==> config.mk <==
export PLATFORM = sky130hd
export DESIGN_NAME = npc_lsu
export DESIGN_NICKNAME = d
export VERILOG_FILES = /design/src/rtl/npc_lsu.sv
export SDC_FILE = /design/constraint.sdc
export NUM_CORES = 1
export LEC_CHECK = 0
export ABC_AREA = 1
export CELL_PAD_IN_SITES_DETAIL_PLACEMENT = 0
export CELL_PAD_IN_SITES_GLOBAL_PLACEMENT = 1
export CORE_ASPECT_RATIO = 0.5
export CORE_MARGIN = 10
export CORE_UTILIZATION = 30
export CTS_CLUSTER_DIAMETER = 60
export DETAILED_ROUTE_END_ITERATION = 12
export PLACE_DENSITY_LB_ADDON = 0.1
export SYNTH_ARGS = -nofsm -noshare
export SYNTH_HDL_FRONTEND = slang
export SYNTH_SLANG_ARGS = --single-unit
==> constraint.sdc <==
create_clock -name clk -period 3.5 [get_ports clk]
set_input_delay 0.525 -clock clk [delete_from_list [all_inputs] [get_ports clk]]
set_output_delay 0.525 -clock clk [all_outputs]
set_load 0.02 [all_outputs]
==> src/rtl/npc_lsu.sv <==
`default_nettype none
// ============================================================================
//  Module   : npc_lsu
//  Purpose  : Load/store unit for the NPC core. Accepts one request at a time,
//             drives a variable-latency memory bus and returns one response.
//  Revision : 1.0  initial release
// ============================================================================
module npc_lsu #(
    parameter int XLEN    = 32,
    parameter int ADDR_W  = 32,
    parameter int TIMEOUT = 255
) (
    input  logic                clk,
    input  logic                rst,
    input  logic                req_valid,
    output logic                req_ready,
    input  logic                req_we,
    input  logic [1:0]          req_size,
    input  logic                req_unsigned,
    input  logic [ADDR_W-1:0]   req_addr,
    input  logic [XLEN-1:0]     req_wdata,
    input  logic [4:0]          req_rd,
    output logic                rsp_valid,
    input  logic                rsp_ready,
    output logic [XLEN-1:0]     rsp_rdata,
    output logic [4:0]          rsp_rd,
    output logic [1:0]          rsp_err,
    output logic                mem_valid,
    input  logic                mem_ready,
    output logic                mem_we,
    output logic [ADDR_W-1:0]   mem_addr,
    output logic [XLEN-1:0]     mem_wdata,
    output logic [XLEN/8-1:0]   mem_wstrb,
    input  logic                mem_rvalid,
    input  logic [XLEN-1:0]     mem_rdata,
    input  logic                mem_err
);

    localparam int c_strb_w = XLEN / 8;
    localparam int c_off_w  = $clog2(c_strb_w);
    localparam int c_cnt_w  = (TIMEOUT > 1) ? $clog2(TIMEOUT) : 1;
    localparam logic [c_cnt_w-1:0] c_tmo_last = c_cnt_w'((TIMEOUT == 0) ? 0 : TIMEOUT - 1);

    localparam logic [1:0] c_st_idle = 2'd0;
    localparam logic [1:0] c_st_req  = 2'd1;
    localparam logic [1:0] c_st_wait = 2'd2;
    localparam logic [1:0] c_st_resp = 2'd3;

    localparam logic [1:0] c_sz_b = 2'd0;
    localparam logic [1:0] c_sz_h = 2'd1;
    localparam logic [1:0] c_sz_w = 2'd2;
    localparam logic [1:0] c_sz_d = 2'd3;

    localparam logic [1:0] c_err_ok       = 2'd0;
    localparam logic [1:0] c_err_misalign = 2'd1;
    localparam logic [1:0] c_err_bus      = 2'd2;
    localparam logic [1:0] c_err_illegal  = 2'd3;

    localparam logic [XLEN-1:0] c_mask_b = XLEN'(8'hFF);
    localparam logic [XLEN-1:0] c_mask_h = XLEN'(16'hFFFF);
    localparam logic [XLEN-1:0] c_mask_w = XLEN'(32'hFFFF_FFFF);
    localparam logic [XLEN-1:0] c_mask_d = '1;

    logic [1:0]          r_state;
    logic [1:0]          w_state_nxt;
    logic                r_we;
    logic [1:0]          r_size;
    logic                r_unsigned;
    logic [ADDR_W-1:0]   r_addr;
    logic [XLEN-1:0]     r_wdata;
    logic [4:0]          r_rd;
    logic [1:0]          r_err;
    logic [XLEN-1:0]     r_rdata;
    logic [c_cnt_w-1:0]  r_cnt;

    logic [c_off_w-1:0]  w_req_off;
    logic [c_off_w-1:0]  w_off;
    logic                w_illegal;
    logic                w_misalign;
    logic                w_timeout;
    logic [XLEN-1:0]     w_shifted;
    logic [XLEN-1:0]     w_mask;
    logic                w_sign;
    logic [XLEN-1:0]     w_load;
    logic [c_strb_w-1:0] w_strb;

    // Request checks are evaluated on the live inputs so errors skip the bus.
    assign w_req_off = req_addr[c_off_w-1:0];
    assign w_illegal = (req_size == c_sz_d) && (XLEN != 64);

    always_comb begin
        w_misalign = 1'b0;
        case (req_size)
            c_sz_h:  w_misalign = w_req_off[0];
            c_sz_w:  w_misalign = |w_req_off[1:0];
            c_sz_d:  w_misalign = |w_req_off;
            default: w_misalign = 1'b0;
        endcase
    end

    assign w_off     = r_addr[c_off_w-1:0];
    assign w_timeout = (TIMEOUT != 0) && (r_cnt == c_tmo_last);

    always_ff @(posedge clk or posedge rst) begin
        if (rst) begin
            r_state <= c_st_idle;
        end else begin
            r_state <= w_state_nxt;
        end
    end

    always_comb begin
        w_state_nxt = r_state;
        case (r_state)
            c_st_idle: if (req_valid) w_state_nxt = (w_illegal || w_misalign) ? c_st_resp : c_st_req;
            c_st_req:  if (mem_ready) w_state_nxt = c_st_wait;
            c_st_wait: if (mem_rvalid || w_timeout) w_state_nxt = c_st_resp;
            c_st_resp: if (rsp_ready) w_state_nxt = c_st_idle;
            default:   w_state_nxt = c_st_idle;
        endcase
    end

    always_comb begin
        req_ready = 1'b0;
        mem_valid = 1'b0;
        rsp_valid = 1'b0;
        case (r_state)
            c_st_idle: req_ready = 1'b1;
            c_st_req:  mem_valid = 1'b1;
            c_st_resp: rsp_valid = 1'b1;
            default:   ;
        endcase
    end

    always_ff @(posedge clk or posedge rst) begin
        if (rst) begin
            r_we       <= 1'b0;
            r_size     <= 2'd0;
            r_unsigned <= 1'b0;
            r_addr     <= '0;
            r_wdata    <= '0;
            r_rd       <= 5'd0;
            r_err      <= c_err_ok;
            r_rdata    <= '0;
            r_cnt      <= '0;
        end else if (r_state == c_st_idle) begin
            if (req_valid) begin
                r_we       <= req_we;
                r_size     <= req_size;
                r_unsigned <= req_unsigned;
                r_addr     <= req_addr;
                r_wdata    <= req_wdata;
                r_rd       <= req_rd;
                r_rdata    <= '0;
                r_cnt      <= '0;
                if (w_illegal) begin
                    r_err <= c_err_illegal;
                end else if (w_misalign) begin
                    r_err <= c_err_misalign;
                end else begin
                    r_err <= c_err_ok;
                end
            end
        end else if (r_state == c_st_wait) begin
            // A response arriving on the last counted cycle beats the timeout.
            if (mem_rvalid) begin
                r_err   <= mem_err ? c_err_bus : c_err_ok;
                r_rdata <= (r_we || mem_err) ? '0 : w_load;
            end else if (w_timeout) begin
                r_err   <= c_err_bus;
                r_rdata <= '0;
            end else if (TIMEOUT != 0) begin
                r_cnt <= r_cnt + 1'b1;
            end
        end
    end

    always_comb begin
        w_shifted = mem_rdata >> {w_off, 3'b000};
        w_mask    = c_mask_d;
        w_sign    = 1'b0;
        case (r_size)
            c_sz_b: begin w_mask = c_mask_b; w_sign = w_shifted[7];  end
            c_sz_h: begin w_mask = c_mask_h; w_sign = w_shifted[15]; end
            c_sz_w: begin w_mask = c_mask_w; w_sign = w_shifted[31]; end
            default: ;
        endcase
        w_load = (w_shifted & w_mask) | ((w_sign && !r_unsigned) ? ~w_mask : '0);
    end

    always_comb begin
        case (r_size)
            c_sz_b: begin
                w_strb    = c_strb_w'(1) << w_off;
                mem_wdata = {c_strb_w{r_wdata[7:0]}};
            end
            c_sz_h: begin
                w_strb    = c_strb_w'(3) << w_off;
                mem_wdata = {(XLEN/16){r_wdata[15:0]}};
            end
            c_sz_w: begin
                w_strb    = c_strb_w'(4'hF) << w_off;
                mem_wdata = {(XLEN/32){r_wdata[31:0]}};
            end
            default: begin
                w_strb    = '1;
                mem_wdata = r_wdata;
            end
        endcase
    end

    assign mem_we    = r_we;
    assign mem_wstrb = r_we ? w_strb : '0;
    assign mem_addr  = {r_addr[ADDR_W-1:c_off_w], {c_off_w{1'b0}}};
    assign rsp_rdata = r_rdata;
    assign rsp_rd    = r_rd;
    assign rsp_err   = r_err;

endmodule
`default_nettype wire

* After elaboration in Yosys (flattened, before gate mapping)
Cells that the tools add are included.
** Word-level totals
- Flip-flop bits (word level) :: 117
- Bits of input ports :: 112
- Output and inout port bits :: 111
- Logic and storage cells :: 83
** Operators by class
- Add/subtract/negate cells :: 1
- Equality and inequality tests :: 15
- Shift-type cells :: 4
- Mux-type cells :: 35
- Bitwise gates (word level) :: 3
- Reduce and logical (&&, ||, !) cells :: 15
** Operators with widths (count)
- 32-bit 2-to-1 mux :: 7
- 32-bit one-hot mux with 2 select lines :: 2
- 8-bit 2-to-1 mux :: 5
- 32-bit AND :: 1
- 32-bit inverter :: 1
- 32-bit bitwise OR :: 1
- 32-bit by 5-bit >> shifter with 32-bit output :: 1
- 2-bit 2-to-1 mux :: 12
- 4-bit one-hot mux with 3 select lines :: 1
- 2-bit == test (second input constant) :: 5
- 8-bit by 1-bit adder with 8-bit output (second input constant) :: 1
- 8-bit == test (second input constant) :: 1
- 2-bit inequality test (second input constant) :: 4
- 2-bit one-hot mux with 4 select lines :: 1
- 4-bit AND reduction :: 2
- 2-bit by 1-bit == test with 1-bit output (second input constant) :: 3
- 2-bit logical NOT :: 2
- 1-bit 2-to-1 mux :: 4
- 4-bit 2-to-1 mux :: 1
- 2-bit by 1-bit inequality test with 1-bit output (second input constant) :: 2
- 2-bit OR reduction :: 2
- 1-bit by 2-bit left shift with 4-bit output (first input constant) :: 1
- 2-bit by 2-bit left shift with 4-bit output (first input constant) :: 1
- 4-bit by 2-bit left shift with 4-bit output (first input constant) :: 1
- 9 further kinds :: 11

* Depth between registers and ports, before layout
Gate-level depths: netlist of the first run.
- Depth after elaboration :: 9
- Mapped depth :: 11
- Depth with buffers taken out :: 9

* Least setup slack after synthesis of the first run
Ideal clock, no wire load.
- Kind :: flip-flop to output port
- From :: register r_size[1]
- To :: output mem_wdata[24]
- Arrival time :: 1.670 ns
- Data required time :: 2.975 ns
- Slack :: 1.305 ns
- Cell stages (with the launch flop) :: 7
- Path buffers :: 1
- Cell sequence :: dfrtp_1 > inv_1 > ha_1 > nor2_2 > inv_1 > clkbuf_1 > o21ai_0
** Between the ends
- Word-level cells in the longest chain between the ends :: 2
- Elaborated cells between the ends (all ways) :: 3
- Classes of those cells :: 1 x eq/ne; 1 x mux; 1 x reduce/logical
** RTL lines
- from (decl) :: RTL line 67 : logic [1:0] r_size;
- from (signal assigned) :: RTL line 149 : r_size <= req_size;
- 2-bit by 1-bit == test with 1-bit output / 2-bit logical NOT (equally long branches) :: RTL line 192 : case (r_size)
- 32-bit one-hot mux with 2 select lines (*) :: RTL line 192
- to (decl) :: RTL line 32 : output logic [XLEN-1:0] mem_wdata,
Every way passes the cells marked *; elsewhere a longest branch is shown, timed or not.

* Worst setup path in the final report of the first run
- From :: register r_size[0]
- To :: output mem_wdata[15]
The elaborated chain is that of the path after synthesis.

==> impl_metrics.py, run 1 <==
metrics = {
    "floorplan": {
        "cell_rows": 37,
        "core_area_um2": 20600,
        "die_w_um": 225,
        "initial_utilization_pct": 30.6,
        "ioPinCount": 223,
        "fp.dieH_um": 123,
        "dieArea_um2": 27600,
    },
    "grt": {
        "globalRoute.totalOverflow": 0,
        "grt_max_degree": 70,
        "global_route_wire_length_before_repair_um": 31500,
        "grt_pass1_vias": 5492,
        "global_route_total_usage_across_every_layer_pct": 14.8,
        "antenna_found_initial": 1,
    },
    "sta": {
        "finalCriticalPeriod_ps": 3000,
        "worst_slew_margin_rel_pct": 48.4,
        "fmax_mhz": 333,
        "fin_crit_sh_pct": 85.7,
        "fin_tns_setup_ps": 0,
        "final-hold-violation-count": 0,
        "timing_worst_slew_pin_value_ps": 771,
        "clock-skew-final_ps": 9.13,
        "timing.final.max_slew_violations": 0,
        "final.hold.worst_slack_ps": 477,
        "rsz0062_at_grt": "false",
        "setup-violations-final": 0,
    },
    "min_path": {
        "hp-start": "rsp_rdata[25]",
        "holdCritPathClass": "reg2reg",
        "hold_path_end": "rsp_rdata[25]",
        "worstHoldPathCells": 2,
    },
    "yosys": {
        "share_of_synthesized_area_spent_on_multiplexers_pct": 8.65,
        "synth_top_area_share_pct": 46.3,
        "synthCells": 734,
        "avgSynthCellArea_um2": 8.62,
        "synth.yosys.seq_area_share_pct": 46.3,
        "synth-compound-area-share_pct": 11.9,
        "ys_seq_elements": 117,
        "dominant_combinational_cell_family_by_area_after_synthesis": "simple AND/OR/NAND/NOR gates",
        "synthDistinctLibCells": 31,
        "post_synth_instance_area_um2": 6320,
        "synth_fa_ha_area_share_pct": 2.37,
        "synth.yosys.warnings": 0,
        "synth.top_cells.by_area": "dfrtp_1 (46%), nand2_1 (9.9%), mux2_2 (8.0%), buf_4 (5.3%), a21oi_1 (4.8%)",
        "post_synth_and_or_nand_nor_area_fraction_pct": 17.9,
        "synth_xor_area_share_pct": 0.554,
        "synth_largest_area_cell": "dfrtp_1",
    },
    "detailed_routing": {
        "first_iter_violations": 196,
        "drtAntennaViolNets": 0,
        "detailedRoute.firstPassIterationCount": 4,
        "drc_errors": 0,
        "drt-wirelength-per-cell_um": 17.2,
        "route.vias.total": 5327,
        "post_drt_via_cell_ratio": 4.45,
        "drt_wl_total_um": 20500,
    },
    "finish": {
        "final_core_util_pct": 43.9,
        "design_area_um2": 9070,
        "fin_nets": 1035,
        "regArea_um2": 2930,
        "synthToLayoutAreaGrowth_pct": 43.4,
        "filler_cell_count": 2122,
        "multiInputGateArea_um2": 2630,
        "antenna-diode-count": 0,
        "commonest_non_fill_non_tap_cells_in_the_layout": "clkdlybuf4s50_1 (220), nand2_1 (166), dfrtp_1 (117)",
        "final_common_cell": "clkdlybuf4s50_1",
        "final_layout_size_suffix_gt1_share_pct": 14.0,
    },
    "clock_tree": {
        "clkSinkCount": 117,
        "cts-htree-levels": 4,
        "cts-root-to-sink-buffers": 2,
        "clock-root-buffer": "clkbuf_16",
        "clkSlewWorstSetupHoldPaths_ps": 60,
        "postCtsSetupRepairBufs": 0,
        "cts.repair.resized": 0,
        "clk-insertion-delay-late_ps": 430,
        "cts_inserted_buffers": 17,
        "cts_tree": "yes",
        "cts_hold_buffers": 0,
    },
    "setup_path": {
        "setup.worst_path.class": "reg2out",
        "critPathArrivalTime_ps": 2480,
        "r2r_slack_ps": 1070,
        "reg2regPathDepth": 8,
        "required_time_reported_for_the_critical_path_endpoint_ps": 2970,
        "r2r_endpoint": "rsp_rdata[2]",
        "critical_path.max_fanout": 8,
        "r2r_start": "r_state[1]",
        "setup.worst_path.end_class": "primary output",
        "critPathLaunchType": "register",
    },
    "placed_design": {
        "detailed_place.area_um2": 8500,
        "io_buffer_count": 220,
        "dpl.hpwl_um": 15600,
        "globalplace.congestion": 0.805,
    },
    "power_and_ir_drop": {
        "worst_voltage_drop_across_the_vdd_grid_uv": 577,
        "power.clock.fraction_pct": 20.0,
        "power.net_switching_w": 0.00355,
        "power_density_of_the_placed_cells_nw_per_um2": 930,
        "p_int_w": 0.00488,
        "power_share_of_the_sequential_group_pct": 25.8,
        "proportion_of_total_power_due_to_net_switching_pct": 42.2,
        "comb_power_share_pct": 54.2,
        "leakagePower_nw": 4.14,
    },
    "flow_run": {
        "maxCapViolations": 0,
    },
    "run_status": {
        "status": "finished clean",
    },
}
-- cell families after synthesis --
kind of cell,count (synthesis)
muxes,49
other,1
AOI/OAI and AO/OA,144
DFF,117
adders and majority gates,12
buffers and inverters,150
xor gates and xnor gates,4
and+or+nand+nor,257
-- synthesized netlist by cell type --
cell type  instances
nand2_1          167
dfrtp_1          117
inv_1             71
a21oi_1           61
o21ai_0           58
buf_4             45
mux2_2            45
nor2_1            38
nor2_2            23
buf_2             19
nand3_1           16
o21ai_1           13
ha_1              12
o22ai_1            9
clkbuf_1           6
inv_2              4
mux2i_1            4
xor2_1             4
buf_6              3
nand2_2            3
nand3_4            3
nor2_4             3
buf_1              2
a21boi_4           1
a21o_1             1
a31oi_1            1
conb_1             1
nand3_2            1
nand4_1            1
nor3_1             1
nor4_2             1
-- metrics by stage --
step | cells | setup WS (ps) | total power [W]
after global placement | 1165 | 1030 | 0.00681
after detailed placement | 1165 | 964 | 0.00684
after global routing | 1196 | 304 | 0.00906
after floorplan | 735 | 1310 | 0.00516
final | 1196 | 499 | 0.00843
after CTS | 1196 | 472 | 0.00859
-- power groups by stage --
stage / logic, W / clock network, W / registers, W
2_1_floorplan: 0.00290 / 0 / 0.00225
5_1_grt: 0.00499 / 0.00182 / 0.00225
3_3_place_gp: 0.00464 / 0 / 0.00218
6_report: 0.00457 / 0.00169 / 0.00218
4_1_cts: 0.00466 / 0.00174 / 0.00218
3_5_place_dp: 0.00464 / 0 / 0.00219
-- flip-flops by register name, indices dropped and copies added (netlist names) --
register    flops
r_size          2
r_unsigned      1
r_wdata        32
r_state         2
mem_we          1
r_cnt           8
rsp_rdata      32
r_addr         32
rsp_rd          5
rsp_err         2
-- per-layer routing --
metal | part of all wire [%] | GRT usage [%] | up-vias
met5 | 0.063 | 0 | -
met3 | 6.7 | 5.21 | 23
met4 | 1.7 | 5.83 | 2
li1 | - | - | 2667
met2 | 48 | 24.6 | 123
met1 | 43 | 17.5 | 2512
-- critical path, stage by stage, from the launching register on --
cell and delay, ps:
dfrtp_1 400, inv_1 150, ha_1 280, inv_1 200, o22ai_1 200, inv_1 70, o21ai_0 80, clkdlybuf4s50_1 650
-- worst max path at each step --
stage | startpoint | endpoint | slack (ps)
global placement | r_size[0] | mem_wdata[15] | 1030
CTS | r_size[0] | mem_wdata[19] | 470
floorplan | r_size[1] | mem_wdata[24] | 1310
finish | r_size[0] | mem_wdata[15] | 500
detailed placement | r_size[0] | mem_wdata[19] | 960
global route | r_size[0] | mem_wdata[19] | 300
-- cell type report --
class	count	area share, %
Clock buffer	20	5.15
Clock inverter	11	1.13
Inverter	75	3.15
Multi-Input combinational cell	468	29.0
Sequential cell	117	32.3
Tap cell	273	3.77
Timing Repair Buffer	232	25.5
Power figures use the tool's default switching activity.
==> inputs of run 2 (changes only) <==
Settings changed: PLACE_DENSITY set to 0.79, PLACE_DENSITY_LB_ADDON 0.1 to unset.
==> run 2 against run 1 <==
  * Setup slack lost 70 ps
  * Non-clock buffer count fell by 4
  * Final cell count down 0.17%
  * Clock skew decreased by 2.0 ps
  * Combinational power fell by 2%
  * First-iteration DRC count rose by 61%
  * Largest power group unchanged
  * Highest routed layer is now met4
==> impl_metrics.py, run 2 (synthesis results as in run 1) <==
metrics = {
    "run_status": {
        "status": "finished clean",
    },
    "sta": {
        "timing.final.max_slew_violations": 0,
        "finalCriticalPeriod_ps": 3070,
        "final-hold-violation-count": 0,
        "timing_worst_slew_pin_value_ps": 971,
        "setup_slack_ps": 429,
        "rsz0062_at_grt": "false",
        "fmax_mhz": 326,
        "clock-skew-final_ps": 7.09,
        "fin_crit_sh_pct": 87.7,
        "worst_slew_margin_rel_pct": 35.3,
        "fin_tns_setup_ps": 0,
        "setup-violations-final": 0,
    },
    "clock_tree": {
        "clkSinkCount": 117,
        "cts_hold_buffers": 0,
        "clock-root-buffer": "clkbuf_16",
        "clk-insertion-delay-late_ps": 430,
        "cts-root-to-sink-buffers": 2,
        "cts_tree": "yes",
        "cts_inserted_buffers": 17,
        "cts-htree-levels": 4,
        "cts.repair.resized": 0,
        "postCtsSetupRepairBufs": 0,
        "clkSlewWorstSetupHoldPaths_ps": 50,
    },
    "setup_path": {
        "timing.critical_path.from": "r_size[0]",
        "crit_end": "mem_wdata[26]",
        "reg2regPathDepth": 6,
        "r2r_slack_ps": 1030,
        "setup.worst_path.end_class": "primary output",
        "critical_path.max_fanout": 8,
        "critPathArrivalTime_ps": 2550,
        "r2r_endpoint": "r_wdata[10]",
        "critPathLaunchType": "register",
        "setup.worst_path.class": "reg2out",
        "required_time_reported_for_the_critical_path_endpoint_ps": 2970,
        "r2r_start": "r_state[1]",
    },
    "grt": {
        "globalRoute.totalOverflow": 0,
        "antenna_found_initial": 1,
        "grt_pass1_vias": 5450,
        "grt_max_degree": 79,
        "global_route_total_usage_across_every_layer_pct": 14.5,
        "global_route_wire_length_before_repair_um": 31100,
    },
    "power_and_ir_drop": {
        "leakagePower_nw": 4.15,
        "power_density_of_the_placed_cells_nw_per_um2": 941,
        "worst_voltage_drop_across_the_vdd_grid_uv": 462,
        "report.power.total_w": 0.00853,
    },
    "floorplan": {
        "cell_rows": 37,
        "core_area_um2": 20600,
        "fp.dieH_um": 123,
        "die_w_um": 225,
        "initial_utilization_pct": 30.6,
        "ioPinCount": 223,
        "dieArea_um2": 27600,
    },
    "detailed_routing": {
        "route.vias.total": 5340,
        "detailedRoute.firstPassIterationCount": 6,
        "drtAntennaViolNets": 0,
        "drt_wl_total_um": 20400,
        "post_drt_via_cell_ratio": 4.47,
        "first_iter_violations": 315,
        "drt-wirelength-per-cell_um": 17.1,
        "drc_errors": 0,
    },
    "finish": {
        "fin_nets": 1031,
        "final_common_cell": "clkdlybuf4s50_1",
        "finish.cell_count_without_fillers": 1194,
        "synthToLayoutAreaGrowth_pct": 43.3,
        "commonest_non_fill_non_tap_cells_in_the_layout": "clkdlybuf4s50_1 (220), nand2_1 (166), dfrtp_1 (117)",
        "final_layout_size_suffix_gt1_share_pct": 13.4,
        "final_core_util_pct": 43.9,
    },
    "placed_design": {
        "dpl.hpwl_um": 15500,
        "dpl_worst_slack_ps": 890,
        "globalplace.congestion": 0.766,
        "io_buffer_count": 220,
        "dpl.cell_count": 1161,
    },
    "flow_run": {
        "maxCapViolations": 0,
    },
    "min_path": {
        "holdCritPathClass": "reg2reg",
    },
}
## run 2: cell types whose count changed in the layout (fill, tap and decap cells not counted)
cell | before | now
buf_12 | 2 | 1
buf_4 | 10 | 7
bufinv_16 | 1 | 3
clkbuf_1 | 0 | 3
clkinv_2 | 2 | 4
clkinv_4 | 1 | 0
clkinvlp_4 | 7 | 3
diode_2 | 0 | 1
inv_6 | 1 | 0
## run 2: worst max-delay path, stage by stage (launching register included)
cell and delay, ps:
dfrtp_1 400, inv_1 150, ha_1 280, inv_1 240, o22ai_1 210, inv_1 80
o21ai_0 80, clkdlybuf4s50_1 680
## run 2: through the flow
step	hold WS, ps	cell area (um2)
floorplan	478	6330
finish	479	9060
global placement	464	8460
global route	498	9060
CTS	482	9060
detailed placement	465	8460
## run 2: routing by layer
layer / vias up / track usage, % / wire (um)
met3: 24 / 3.57 / 899
met1: 2551 / 16.5 / 8270
li1: 2660 / - / -
met5: - / 0 / 0
met4: 0 / 5.62 / 340
met2: 105 / 26.1 / 10900
## run 2: layout make-up
type	instances	area, um2
inverters	75	285
diodes	1	2.50
well taps	273	342
clock inverters	9	125
multi-input cells	468	2630
repair buffers	228	2270
fillers	2031	11600
clock buffers	23	478
flip-flops and latches	117	2930
## run 2: worst min path at each step
stage,startpoint,endpoint,slack [ps],cells past startpoint
6_report,rsp_rdata[10],rsp_rdata[10],480,2
5_1_grt,rsp_rdata[31],rsp_rdata[31],500,2
4_1_cts,rsp_rdata[23],rsp_rdata[23],480,2
3_5_place_dp,rsp_rdata[23],rsp_rdata[23],470,2
3_3_place_gp,rsp_rdata[15],rsp_rdata[15],460,2
2_1_floorplan,r_wdata[24],r_wdata[24],480,2
## run 2: where the power goes
part,internal (W),switching (W)
combinational,0.00194,0.00254
sequential,0.00189,0.000353
clock,0.00117,0.000636
total,0.00500,0.00353
